**src/rtl/bus_arbiter.sv**
```systemverilog
// -----------------------------------------------------------------------------
// bus_arbiter
//
// Two-master, multi-slave bus arbiter. Masters hold a level request until
// their transfer finishes. The slave answers with a one-cycle tx_done or
// rx_done pulse. When both masters request at once, round-robin decides.
//
// The state register changes on the edge that samples a request. Every output
// is re-registered from that state, so a grant becomes visible one cycle later.
// slave_sel and m_sel are loaded on grant entry. They are therefore stable
// before the grant appears and do not move while it is held.
//
// Optional feature (macro ARB_TIMEOUT_EN): a watchdog forces a release after
// TIMEOUT_CYCLES granted cycles and pulses timeout. Without the macro, no
// counter is built, timeout is tied low, and a grant lasts until done or abort.
//
// Parameters
//   SLV_BITS        width of the slave-select field
//   TIMEOUT_CYCLES  maximum grant length when the watchdog is compiled in
// Ports
//   clk                 rising-edge clock
//   reset               asynchronous, active-low reset
//   m1_req, m2_req      master bus requests (level)
//   m1_slave, m2_slave  target slave id of each master
//   tx_done, rx_done    transfer-complete pulses from the selected slave
//   m1_grant, m2_grant  bus ownership, never both high
//   m_sel               master mux select (0 = master 1, 1 = master 2)
//   slave_sel           slave demux select, latched at grant
//   bus_busy            high while a grant is active
//   timeout             one-cycle pulse on a watchdog release
// -----------------------------------------------------------------------------
module bus_arbiter #(
   parameter int SLV_BITS       = 2,
   parameter int TIMEOUT_CYCLES = 256
) (
   input  logic                clk,
   input  logic                reset,
   input  logic                m1_req,
   input  logic                m2_req,
   input  logic [SLV_BITS-1:0] m1_slave,
   input  logic [SLV_BITS-1:0] m2_slave,
   input  logic                tx_done,
   input  logic                rx_done,
   output logic                m1_grant,
   output logic                m2_grant,
   output logic                m_sel,
   output logic [SLV_BITS-1:0] slave_sel,
   output logic                bus_busy,
   output logic                timeout
);

   typedef enum logic [1:0] {IDLE, GRANT1, GRANT2, RELEASE} state_t;

   state_t state;
   state_t next_state;
   logic   last_m2;
   logic   done;
   logic   granted;
   logic   wd_fire;
   logic   enter_g1;
   logic   enter_g2;

   assign done     = tx_done | rx_done;
   assign granted  = (state == GRANT1) || (state == GRANT2);
   assign enter_g1 = (state == IDLE) && (next_state == GRANT1);
   assign enter_g2 = (state == IDLE) && (next_state == GRANT2);

   // Next-state logic. Done pulses only matter in a grant state. On a
   // conflict, the grant goes to the master that was not served last.
   always_comb begin
      next_state = state;
      case (state)
         IDLE: begin
            if (m1_req && m2_req)
               next_state = last_m2 ? GRANT1 : GRANT2;
            else if (m1_req)
               next_state = GRANT1;
            else if (m2_req)
               next_state = GRANT2;
         end
         GRANT1: if (done || !m1_req || wd_fire) next_state = RELEASE;
         GRANT2: if (done || !m2_req || wd_fire) next_state = RELEASE;
         RELEASE: next_state = IDLE;
         default: next_state = IDLE;
      endcase
   end

   // State and output registers. Grants and bus_busy follow the state one
   // cycle later. Reset drops them at once and skips the RELEASE state.
   // last_m2 resets to 1, so the first conflict goes to master 1.
   always_ff @(posedge clk or negedge reset) begin
      if (!reset) begin
         state     <= IDLE;
         m1_grant  <= 1'b0;
         m2_grant  <= 1'b0;
         bus_busy  <= 1'b0;
         m_sel     <= 1'b0;
         slave_sel <= '0;
         last_m2   <= 1'b1;
      end else begin
         state    <= next_state;
         m1_grant <= (state == GRANT1);
         m2_grant <= (state == GRANT2);
         bus_busy <= granted;
         if (enter_g1) begin
            slave_sel <= m1_slave;
            m_sel     <= 1'b0;
            last_m2   <= 1'b0;
         end else if (enter_g2) begin
            slave_sel <= m2_slave;
            m_sel     <= 1'b1;
            last_m2   <= 1'b1;
         end
      end
   end

`ifdef ARB_TIMEOUT_EN
   localparam int CNT_W = (TIMEOUT_CYCLES > 2) ? $clog2(TIMEOUT_CYCLES) : 1;

   logic [CNT_W-1:0] wd_count;
   logic             wd_hit;
   logic             cur_req;

   assign cur_req = (state == GRANT1) ? m1_req : m2_req;
   assign wd_fire = granted && (wd_count == CNT_W'(TIMEOUT_CYCLES - 1));

   // The watchdog counts granted cycles from grant entry. wd_hit records
   // that a release came from the watchdog, not from done or abort, so the
   // timeout pulse lines up with the cycle in which the grant drops.
   always_ff @(posedge clk or negedge reset) begin
      if (!reset) begin
         wd_count <= '0;
         wd_hit   <= 1'b0;
         timeout  <= 1'b0;
      end else begin
         if (enter_g1 || enter_g2)
            wd_count <= '0;
         else if (granted)
            wd_count <= wd_count + 1'b1;
         if (granted)
            wd_hit <= wd_fire && !done && cur_req;
         timeout <= (state == RELEASE) && wd_hit;
      end
   end
`else
   // The watchdog length only matters when the watchdog is compiled in.
   logic unused_timeout_cfg;

   assign unused_timeout_cfg = ^TIMEOUT_CYCLES;
   assign wd_fire            = 1'b0;
   assign timeout            = 1'b0;
`endif

endmodule

```
**config.mk**
```make
export PLATFORM = sky130hd
export DESIGN_NAME = bus_arbiter
export DESIGN_NICKNAME = d
export VERILOG_FILES = /design/src/rtl/bus_arbiter.sv
export SDC_FILE = /design/constraint.sdc
export NUM_CORES = 1
export LEC_CHECK = 0
export CAP_MARGIN = 15
export CORE_AREA = 4 4 41 43
export DETAILED_ROUTE_END_ITERATION = 10
export DIE_AREA = 0 0 45 47
export MAX_ROUTING_LAYER = met4
export PLACE_DENSITY = 0.64
export SYNTH_ARGS = -nofsm -noshare
export SYNTH_HDL_FRONTEND = slang
export SYNTH_SLANG_ARGS = --single-unit
```
**constraint.sdc**
```tcl
create_clock -name clk -period 2.23 [get_ports clk]
set_clock_uncertainty 0.05 [all_clocks]
set_input_delay 0.3345 -clock clk [delete_from_list [all_inputs] [get_ports clk]]
set_output_delay 0.3345 -clock clk [all_outputs]
set_load 0.01 [all_outputs]
```
Yosys cells after proc, flatten, opt, wreduce, memory -nomap -nowiden. Index checks and enable logic that the tools add are counted.

Bits in writable memories: 0. ROM bits: 0. Logic and storage cells: 34. Bits of input ports: 10. Flip-flop bits (word level): 9. Output and inout port bits: 7. Memories: 0. Bits in latches: 0.

Order comparisons: 0. Mux-type cells: 11. Eq/ne operators: 5. Divide/modulo/power cells: 0. Shift operators: 0. Add/sub/neg operators: 0. Bitwise logic cells: 1. Reduce and logical (&&, ||, !) cells: 10. $mul: 0.

Operators by type and width (number): $mux 2 (8); $pmux 2 s4 (1); $eq 2x2->1 const B (3); $eq 2x1->1 const B (2); $logic_and 1x1->1 (3); $logic_or 1x1->1 (3); $logic_not 1->1 (2); $logic_not 2->1 (1); $mux 1 (2); $reduce_bool 2->1 (1); $or 1x1->1 (1).

Depth between registers and ports, before layout. Gate-level depths: netlist (run 1).

Depth after elaboration: 8. Gate-level depth with buffers: 6. Depth with buffers taken out: 6.

Worst setup path before layout (run 1). OpenSTA, ideal clock, no wires.

Kind: register -> register. Start point: register state[0]. End point: register slave_sel[0]. Arrival time: 1453 ps. Stages on the path, launching flop included: 7. Clock period less this slack: 1634 ps. Setup time: 131 ps. Buffers on the path: 0. Data required time: 2049 ps. Setup slack: 596 ps. Cell sequence: dfrtp_1 -> inv_1 -> ha_1 -> nor2b_1 -> a22o_1 -> and4_1 -> or3_1.

Longest elaborated chain between the ends: 7. Elaborated cells on any way between the ends: 16. Those cells by class: eq/ne: 5; mux: 7; reduce/logical: 4.

RTL lines: from (decl) (line 54) `state_t state;`; from (signal assigned) (line 101) `state <= next_state;`; $mux 2 (line 78) `else if (m2_req)`; $mux 2 (line 76) `else if (m1_req)`; $mux 2 (line 74) `if (m1_req && m2_req)`; $pmux 2 s4 (line 72) `case (state)`; $eq 2x1->1 or $eq 2x2->1 (tied branches) (line 65, 66); $logic_and 1x1->1, on equally long branches (line 65, 66); $mux 2 or $reduce_bool 2->1 (tied branches); to (signal assigned) (line 106) `slave_sel <= m1_slave;`; to (signal assigned) (line 110) `slave_sel <= m2_slave;`; to (decl) (line 47) `output logic [SLV_BITS-1:0] slave_sel,`.

Parallel ways exist; a longest one is shown, timed or not. A chain may end at the register's enable or synchronous reset.

Final worst setup path (run 1). Same ends and word-level chain as after synthesis.

==> summary.md, run 1 <==
| Metric | Value |
|---|---|
| CTS Hold Bufs | `0` |
| Maximum VDD drop | `between 0.7 and 0.8 mV` |
| RSZ-0062 raised after global routing | `no` |
| Boundary Pins | `17` |
| GPL Wtd Cong | `about 0.82` |
| DRT antenna net count | `0` |
| Final min period | `roughly 1800 ps` |
| Syn_nets | `64` |
| DR WL/cell | `about 12 um` |
| Met2 wire length | `482 um` |
| CP required | `2320 ps` |
| Final setup viols | `0` |
| Die footprint | `about 2100 sq um` |
| Met1 wire length | `roughly 410 um` |
| Worst-skew pair later-pin latency | `around 260 ps` |
| Simple-Gate Fraction of Synth Area | `between 10% and 20%` |
| Syn Inst Count | `51` |
| Total negative setup slack | `0 ps` |
| Register clock-pin slew on the reported worst setup and hold paths | `roughly 60 ps` |
| Commonest non-fill, non-tap cell in the layout | `clkdlybuf4s50_1` |
| Vias | `approximately 430` |
| Clock Tree Root | `clkbuf_4` |
| Max Clk Rate | `0.566 GHz` |
| 1st-pass router iterations | `4` |
| Reg2reg setup slack | `about 460 ps` |
| Vias in the first global route | `420` |
| EDFF count, synth | `0` |
| Final #Nets | `82` |
| Post-synthesis average cell area | `~9.5 sq um` |
| Syn-to-layout area delta | `38.0%` |
| Synth Area in XOR/XNOR | `0%` |
| CTS buffer count | `3` |
| DP Wirelength | `approximately 800 um` |
| Max_cap viols | `0` |
| Pwr/cell area | `between 1000 and 1500 nW/um^2` |
| Post-synthesis async set-or-reset flop share | `100%` |
| Crit path launch | `state[0]` |
| Number of I/O port buffers | `15` |
| Fin cells | `between 80 and 90` |
| Total power | `0.859 mW` |
| CTS tree | `built` |
| Worst min-delay path class | `in2async` |
| Antenna violations before repair | `0` |
| Clk buf depth | `2` |
| Post-route DRC | `0` |
| Most used DFF post-synth | `dfrtp_1` |
| Die X | `between 40 and 50 um` |
| Mapped cell area | `around 480 sq um` |
| Core area | `1300 sq um` |
| Most frequent cells in the layout | `clkdlybuf4s50_1, dfrtp_1, nand2_1` |
| Compound-Gate Fraction of Synth Area | `19.6%` |
| Reg-to-reg startpoint | `state[0]` |
| Global-route usage over all layers | `around an eighth` |
| Largest net degree at the start of global routing | `12` |
| Global-route wire length before repair | `~1800 um` |
| Top routing layer used | `met4` |
| Post-CTS Setup Repair Bufs | `0` |
| Share of post-route cells with drive strength above 1 | `approximately 7.4%` |
| Post_cts resized | `0` |
| Initial DRC count | `5` |
| Status | `completed` |
| Register area share after synthesis | `a little under half` |
| Synth cell types | `26` |
| H-tree depth | `1` |
| Hold Fails Final Rpt | `0` |
| Count of pins over their slew limit | `0` |
| Leak pwr | `between 0.3 and 0.4 nW` |
| DR vias/cell | `around 5.2` |
| Mux cell area share after synthesis | `0%` |
| Grt ovf | `0` |
| Placed insts | `79` |
| Worst Setup Start Kind | `register` |
| Largest family of logic cells by synthesized area | `compound AO/OA/AOI/OAI gates` |
| Post-synthesis adder-cell area fraction | `7.75%` |
| Hold WS | `321 ps` |
| Antenna diodes | `0` |
| WL final | `1010 um` |
| # rows | `13` |
| Worst setup path class | `reg2reg` |
| Ys Warns | `0` |
| Die height | `~47 um` |
| Clock sinks | `9` |
| Worst EP arrival | `between 1500 and 2000 ps` |
| DR WL met3 | `around 84 um` |
| Final period util | `roughly 79%` |
| CP Capture Type | `register` |
| Seq cells post-synth | `9` |
| Initial Util | `between 30 and 40%` |
| Critical path fanouts, max | `7` |
==> routing by layer <==
layer	vias to the layer above	GRT usage (%)
met2	16	17.8
met1	196	14.5
met3	4	4.21
met4	0	10.5
li1	213	-
met5	-	-
==> sequential cells by signal, indices dropped and copies added (netlist names) <==
name	flops
state	2
bus_busy	1
m_sel	1
m1_grant	1
last_m2	1
slave_sel	2
m2_grant	1
==> cell type report <==
type	count	area (sq um)
tap	15	18.8
fill	131	633
inverter	4	15.0
sequential	9	226
clock buffer	4	26.3
multi-input combinational	36	231
timing repair buffer	15	150
==> logic make-up (layout without fill, tap and decap cells) <==
group | Yosys count | in the layout
simple gates | 18 | 18
flops | 9 | 9
other cells | 1 | 1
buf+inv | 6 | 23
fa+ha+maj | 3 | 3
compound gates | 14 | 14
==> critical path: stages (launching register included) <==
cell,delay [ps]
dfrtp_1,450
inv_1,110
ha_1,200
nor2b_1,80
a22o_1,240
and4_1,190
or3_1,330
==> path summary, 6_finish.rpt <==
path	endpoint	cells after the start
min reg2reg	m_sel	1
min in group clk	m_sel	1
max in group asynchronous	last_m2	1
min	slave_sel[0]	1
max	slave_sel[0]	6
max reg2reg	slave_sel[0]	6
==> power by group <==
| group | switching, mW | internal (mW) |
|---|---|---|
| Clock | 0.0572 | 0.0690 |
| Combinational | 0.199 | 0.223 |
| Sequential | 0.0577 | 0.253 |
| Total | 0.313 | 0.546 |
==> cells in the mapped netlist (2+ instances only) <==
master / number / share of area [%]
dfrtp_1: 8 / 41
a21oi_1: 2 / 2.1
o21ai_0: 3 / 3.1
inv_1: 4 / 3.1
nor2b_1: 2 / 2.6
a22o_1: 2 / 3.6
nand2_1: 5 / 3.9
a21o_1: 2 / 3.1
nor2_1: 2 / 1.6
ha_1: 3 / 7.8
nand3_1: 2 / 2.1
nand2b_1: 2 / 2.6
==> metrics by stage <==
| stage | utilization [%] | cell area [sq um] | worst slack (ps) |
|---|---|---|---|
| after global routing | 51.3 | 668 | 273 |
| final | 51.3 | 668 | 465 |
| after global placement | 49.3 | 642 | 267 |
| after detailed placement | 49.3 | 642 | 217 |
| after CTS | 51.3 | 668 | 446 |
| after floorplan | - | 484 | 596 |
Power figures use the tool's default switching activity.
==> run 2, diff against run 1 <==
--- a/config.mk
+++ b/config.mk
@@ -6,11 +6,11 @@
 export NUM_CORES = 1
 export LEC_CHECK = 0
 export CAP_MARGIN = 15
-export CORE_AREA = 4 4 41 43
+export CORE_MARGIN = 4
+export CORE_UTILIZATION = 37
 export DETAILED_ROUTE_END_ITERATION = 10
-export DIE_AREA = 0 0 45 47
 export MAX_ROUTING_LAYER = met4
-export PLACE_DENSITY = 0.64
+export PLACE_DENSITY = 0.67
 export SYNTH_ARGS = -nofsm -noshare
 export SYNTH_HDL_FRONTEND = slang
 export SYNTH_SLANG_ARGS = --single-unit
==> constraint.sdc (replaced) <==
create_clock -name clk -period 1.5 [get_ports clk]
set_clock_uncertainty 0.05 [all_clocks]
set_input_delay 0.225 -clock clk [delete_from_list [all_inputs] [get_ports clk]]
set_output_delay 0.225 -clock clk [all_outputs]
set_load 0.01 [all_outputs]
==> run 2 against run 1 <==
  * The run now ends with negative setup slack left
  * Critical path type unchanged
  * Critical path depth is the same
  * First-iteration DRC count down 20%
  * Non-clock buffer count grew 13
  * Sequential power rose by 41%
  * Clock power up 48%
  * Power is 86% higher
  * Worst setup slack worse by 560 ps
  * Routed wire length increased by 30%
  * Combinational power increased by 130%
  * Largest cell class unchanged
  * Cell area grew 19%
  * Die area fell by 7.7%
==> summary.md, run 2 (synthesis results as in run 1) <==
| Metric | Value |
|---|---|
| DP Wirelength | `950 um` |
| Worst setup path class | `reg2reg` |
| DR WL met3 | `87 um` |
| Worst min-delay path class | `in2async` |
| Hold Fails Final Rpt | `0` |
| Clk buf depth | `2` |
| Max Clk Rate | `about 0.62 GHz` |
| Worst EP arrival | `about 1700 ps` |
| Clock Tree Root | `clkbuf_4` |
| Vias | `approximately 500` |
| DR vias/cell | `between 5 and 6` |
| Global-route wire length before repair | `between 2000 and 2500 um` |
| Commonest non-fill, non-tap cell in the layout | `clkdlybuf4s50_1` |
| Final min period | `1600 ps` |
| Count of pins over their slew limit | `0` |
| Cell internal pwr | `1.03 mW` |
| CTS buffer count | `3` |
| Clock sinks | `9` |
| Share of post-route cells with drive strength above 1 | `28.4%` |
| Clock Power Share | `11.7%` |
| Slowest CP cell | `dfrtp_1` |
| CTS tree | `built` |
| Final period util | `107%` |
| Biggest regs | `slave_sel x2, state x2` |
| Register clock-pin slew on the reported worst setup and hold paths | `around 70 ps` |
| Worst reg2reg path depth | `6` |
| Initial DRC count | `4` |
| Die height | `44.2 um` |
| Switching Share | `around 36%` |
| Maximum VDD drop | `just over 0.9 mV` |
| Critical path fanouts, max | `3` |
| Cell family with most CP delay | `simple AND/OR/NAND/NOR gates` |
| Reg area | `about 230 sq um` |
| Number of I/O port buffers | `15` |
| Stages on worst setup path | `6` |
| Total negative setup slack | `-273 ps` |
| WL final | `1310 um` |
| Antenna violations before repair | `0` |
| CTS Hold Bufs | `0` |
| Die footprint | `1950 sq um` |
| CP Capture Type | `register` |
| Area occupied by multi-input gates | `between 200 and 300 sq um` |
| Final #Nets | `95` |
| Post-route design area | `795 sq um` |
| Failing checks | `negative setup slack` |
| Syn-to-layout area delta | `64.1%` |
| Leak pwr | `between 0.3 and 0.4 nW` |
| H-tree depth | `1` |
| CP peak stage delay | `380 ps` |
| Critical path buffers and inverters | `1` |
| Antenna diodes | `0` |
| DR WL/cell | `~14 um` |
| Final setup viols | `4` |
| Cells along the critical path | `inv_1 > ha_2 > nor2b_2 > a22o_1 > and4_1 > or3_1` |
| Logic pwr share | `between 60% and 70%` |
| Global-route usage over all layers | `15.3%` |
| Post-route DRC | `0` |
| Largest net degree at the start of global routing | `10` |
| Placed instance area | `~730 sq um` |
| 1st-pass router iterations | `4` |
| Core area | `between 1000 and 1500 sq um` |
| Sequential share of power | `around 28%` |
| Pwr/cell area | `just over 2000 nW/um^2` |
| Vias in the first global route | `499` |
| Most frequent cells in the layout | `clkdlybuf4s50_1, buf_4, dfrtp_1` |
| # rows | `12` |
| Max_cap viols | `0` |
| RSZ-0062 raised after global routing | `yes` |
| Worst Setup Start Kind | `register` |
| DRT antenna net count | `0` |
| Met1 wire length | `554 um` |
| Status | `finished, violations left` |
| Worst-skew pair later-pin latency | `~260 ps` |
| CP required | `1590 ps` |
| Die X | `about 44 um` |
| # fillers | `slightly below 100` |
| GPL Wtd Cong | `~0.84` |
| Crit path setup slack, layout | `-100 ps` |
| Initial Util | `41.3%` |
| Psw | `0.573 mW` |
| Boundary Pins | `17` |
| Grt ovf | `0` |
| Top routing layer used | `met4` |
| Met2 wire length | `647 um` |
==> run 2: cell types whose count changed in the layout (fill, tap and decap cells not counted), sizes merged <==
cell and delta:
buf +13, clkbuf -1, clkdlybuf4s50 -1, clkinv +1
dlymetal6s2s +1
==> run 2: power by group through the flow <==
| stage | Clock, mW | Combinational [mW] | Sequential (mW) |
|---|---|---|---|
| global route | 0.209 | 1.07 | 0.449 |
| floorplan | 0 | 0.349 | 0.490 |
| detailed placement | 0 | 0.846 | 0.445 |
| CTS | 0.191 | 0.884 | 0.442 |
| finish | 0.187 | 0.972 | 0.439 |
| global placement | 0 | 0.826 | 0.433 |
==> run 2: cell type report <==
| class | count | share of cell area [%] |
|---|---|---|
| multi-input combinational | 36 | 32.4 |
| clock buffer | 3 | 2.83 |
| tap | 14 | 2.20 |
| inverter | 4 | 1.89 |
| sequential | 9 | 28.5 |
| timing repair buffer | 28 | 31.5 |
| clock inverter | 1 | 0.630 |
==> run 2: metal layers <==
| layer | vias up | GRT usage [%] |
|---|---|---|
| met5 | - | - |
| met4 | 0 | 5.42 |
| met3 | 2 | 5.28 |
| met2 | 16 | 25.0 |
| met1 | 242 | 17.1 |
| li1 | 241 | - |
==> run 2: per-stage QoR <==
| step | setup WS (ps) | power [mW] | instances | utilization (%) | hold slack [ps] |
|---|---|---|---|---|---|
| floorplan | -105 | 0.839 | 51 | - | -121 |
| global placement | -266 | 1.26 | 89 | 62.0 | 412 |
| detailed placement | -299 | 1.29 | 89 | 62.0 | 455 |
| CTS | -90.3 | 1.52 | 94 | 65.2 | 224 |
| global route | -148 | 1.73 | 95 | 67.8 | 240 |
| finish | -100 | 1.60 | 95 | 67.8 | 208 |
==> run 2: repair_timing <==
item,CTS,global route
gates resized for setup,1,5
buffers inserted,1,1
endpoints found under the hold margin,0,0
pin swaps,1,1
endpoints found under the setup margin,3,6
==> run 2: worst paths after layout <==
kind / from / to / slack, ps
max: state[0] / slave_sel[0] / -100
min: reset / slave_sel[0] / 210
max reg2reg: state[0] / slave_sel[0] / -100
min reg2reg: m_sel / m_sel / 460
max in group asynchronous: reset / last_m2 / 860
min in group clk: m_sel / m_sel / 460
==> run 3, diff against run 2 <==
--- a/config.mk
+++ b/config.mk
@@ -6,11 +6,12 @@
 export NUM_CORES = 1
 export LEC_CHECK = 0
 export CAP_MARGIN = 15
-export CORE_MARGIN = 4
-export CORE_UTILIZATION = 37
+export CORE_AREA = 4 4 41 43
 export DETAILED_ROUTE_END_ITERATION = 10
+export DIE_AREA = 0 0 45 47
+export DONT_BUFFER_PORTS = 1
 export MAX_ROUTING_LAYER = met4
-export PLACE_DENSITY = 0.67
+export PLACE_DENSITY = 0.49
 export SYNTH_ARGS = -nofsm -noshare
 export SYNTH_HDL_FRONTEND = slang
 export SYNTH_SLANG_ARGS = --single-unit
==> run 3 against run 2 <==
  * The flow still finishes with violations (negative setup slack)
  * Die area grew 8.4%
  * Routed wire length shrank 13%
  * Flip-flop and latch count is the same
  * Power shrank 14%
  * Register-to-register slack gained 40 ps
  * Critical path depth is the same
  * Largest power group unchanged
  * Global-route usage shrank 2.9 points
==> summary.md, run 3 (synthesis results as in run 1) <==
| Metric | Value |
|---|---|
| Vias in the first global route | `between 400 and 500` |
| Share of post-route cells with drive strength above 1 | `31.1%` |
| DR WL/cell | `roughly 15 um` |
| Final setup viols | `1` |
| Logic pwr share | `about half` |
| Count of pins over their slew limit | `0` |
| Placed instance area | `532 sq um` |
| Critical path fanouts, max | `4` |
| Die height | `between 40 and 50 um` |
| Post-route design area | `around 620 sq um` |
| Psw | `~0.53 mW` |
| Hold wc startpoint | `m2_slave[1]` |
| Initial DRC count | `3` |
| Failing checks | `negative setup slack` |
| RSZ-0062 raised after global routing | `yes` |
| Worst-skew pair later-pin latency | `roughly 260 ps` |
| Reg2reg setup slack | `-60 ps` |
| Reg-to-reg startpoint | `state[0]` |
| Worst reg2reg path depth | `6` |
| Largest net degree at the start of global routing | `10` |
| Hold Crit Depth | `2` |
| Boundary Pins | `17` |
| CP Capture Type | `register` |
| Clk buf depth | `2` |
| Syn-to-layout area delta | `27.1%` |
| Cells along the critical path | `inv_2 > ha_4 > nor2b_4 > a22o_1 > and4_1 > or3_1` |
| Clock Power Share | `13.7%` |
| CP required | `1590 ps` |
| GPL Wtd Cong | `between 0.8 and 0.9` |
| Worst Hold Path EP | `slave_sel[1]` |
| Pwr/cell area | `2220 nW/um^2` |
| H-tree depth | `1` |
| Antenna violations before repair | `0` |
| 1st-pass router iterations | `4` |
| Crit path setup slack, layout | `-57.9 ps` |
| CP peak stage delay | `just under 400 ps` |
| DRT antenna net count | `0` |
| Worst min-delay path class | `in2reg` |
| Final min period | `~1600 ps` |
| Core area | `1300 sq um` |
| Vias | `around 400` |
| Total negative setup slack | `-57.9 ps` |
| CTS tree | `built` |
| Switching Share | `approximately 39%` |
| Biggest regs | `slave_sel x2, state x2` |
| Worst EP arrival | `1650 ps` |
| Critical path buffers and inverters | `1` |
| Status | `finished, violations left` |
| Antenna diodes | `0` |
| Die footprint | `2120 sq um` |
| Global-route usage over all layers | `roughly 12%` |
| Register clock-pin slew on the reported worst setup and hold paths | `roughly 70 ps` |
| DP Wirelength | `885 um` |
| Cell internal pwr | `between 0.8 and 0.9 mW` |
| Maximum VDD drop | `around 1.0 mV` |
| Grt ovf | `0` |
| Max_cap viols | `0` |
| Slowest CP cell | `dfrtp_1` |
| Cell family with most CP delay | `simple AND/OR/NAND/NOR gates` |
| CTS buffer count | `3` |
| Hold WS | `around 98 ps` |
| Global-route wire length before repair | `1750 um` |
| Number of I/O port buffers | `0` |
| Capturing point of the worst reg2reg path | `slave_sel[0]` |
| Max Clk Rate | `0.642 GHz` |
| Sequential share of power | `between 30% and 40%` |
| Die X | `approximately 45 um` |
| Hold Fails Final Rpt | `0` |
| Worst setup path class | `reg2reg` |
| DR vias/cell | `5.30` |
| Initial Util | `37.2%` |
| # rows | `13` |
| WL final | `approximately 1100 um` |
| Worst Setup Start Kind | `register` |
| Clock sinks | `9` |
| Final period util | `104%` |
| Clock Tree Root | `clkbuf_4` |
| Post-route DRC | `0` |
| Leak pwr | `roughly 0.29 nW` |
| Most frequent cells in the layout | `dfrtp_1, buf_4, nand2_1` |
| Final #Nets | `75` |
==> run 3: cell count changes in the layout (fill, tap and decap cells not counted), sizes merged <==
| cell | delta |
|---|---|
| buf | -6 |
| clkdlybuf4s50 | -14 |
| dlymetal6s2s | -1 |
| dlygate4sd3 | +1 |
==> run 3: how the worst max path moves through the flow <==
stage	start	to	slack, ps	cells past startpoint
after global placement	state[1]	slave_sel[0]	-110	5
final	state[0]	slave_sel[0]	-60	6
after floorplan	state[0]	slave_sel[0]	-110	6
after detailed placement	state[1]	slave_sel[0]	-120	5
after global routing	state[0]	slave_sel[0]	-110	6
after CTS	state[0]	slave_sel[0]	-50	6
==> run 3: what timing repair did <==
item                                    in CTS  in global routing
endpoints found under the setup margin       4                  3
buffers inserted                             2                  0
cloned                                       0                  0
pin swaps                                    1                  0
hold buffers                                 1                  0
resized for setup                            6                  3
hold endpoints to repair                     9                  0
==> run 3: power by group through the flow <==
stage | clock [mW] | sequential (mW) | combinational, mW
after floorplan | 0 | 0.490 | 0.349
after detailed placement | 0 | 0.503 | 0.542
after global placement | 0 | 0.500 | 0.513
after global routing | 0.212 | 0.514 | 0.750
after CTS | 0.196 | 0.505 | 0.656
final | 0.187 | 0.503 | 0.677
==> run 3: through the flow <==
step                      setup WS, ps  total power, mW  instances  util, %
after floorplan                   -105            0.839         51        -
after global placement            -112             1.01         69     40.9
after detailed placement          -117             1.05         69     40.9
after CTS                        -50.2             1.36         76     46.9
after global routing              -107             1.48         76     47.3
final                            -57.9             1.37         76     47.3
==> run 3: per-layer routing <==
layer	vias to the layer above	wire (um)	GRT usage, %
met5	-	0	-
met4	0	13	10.5
met3	2	114	4.60
met2	16	524	18.4
met1	188	487	12.8
li1	197	-	-
==> run 3: final cells by class <==
type	count	area, sq um
inverters	4	15.0
flip-flops and latches	9	228
clock buffers	3	22.5
well taps	15	18.8
repair buffers	8	62.6
fillers	120	686
multi-input cells	36	264
clock inverters	1	5.00
==> run 3: worst register-to-register path, stage by stage, from the launching register on <==
cell	delay [ps]
dfrtp_1	390
inv_2	90
ha_4	150
nor2b_4	40
a22o_1	240
and4_1	180
or3_1	290
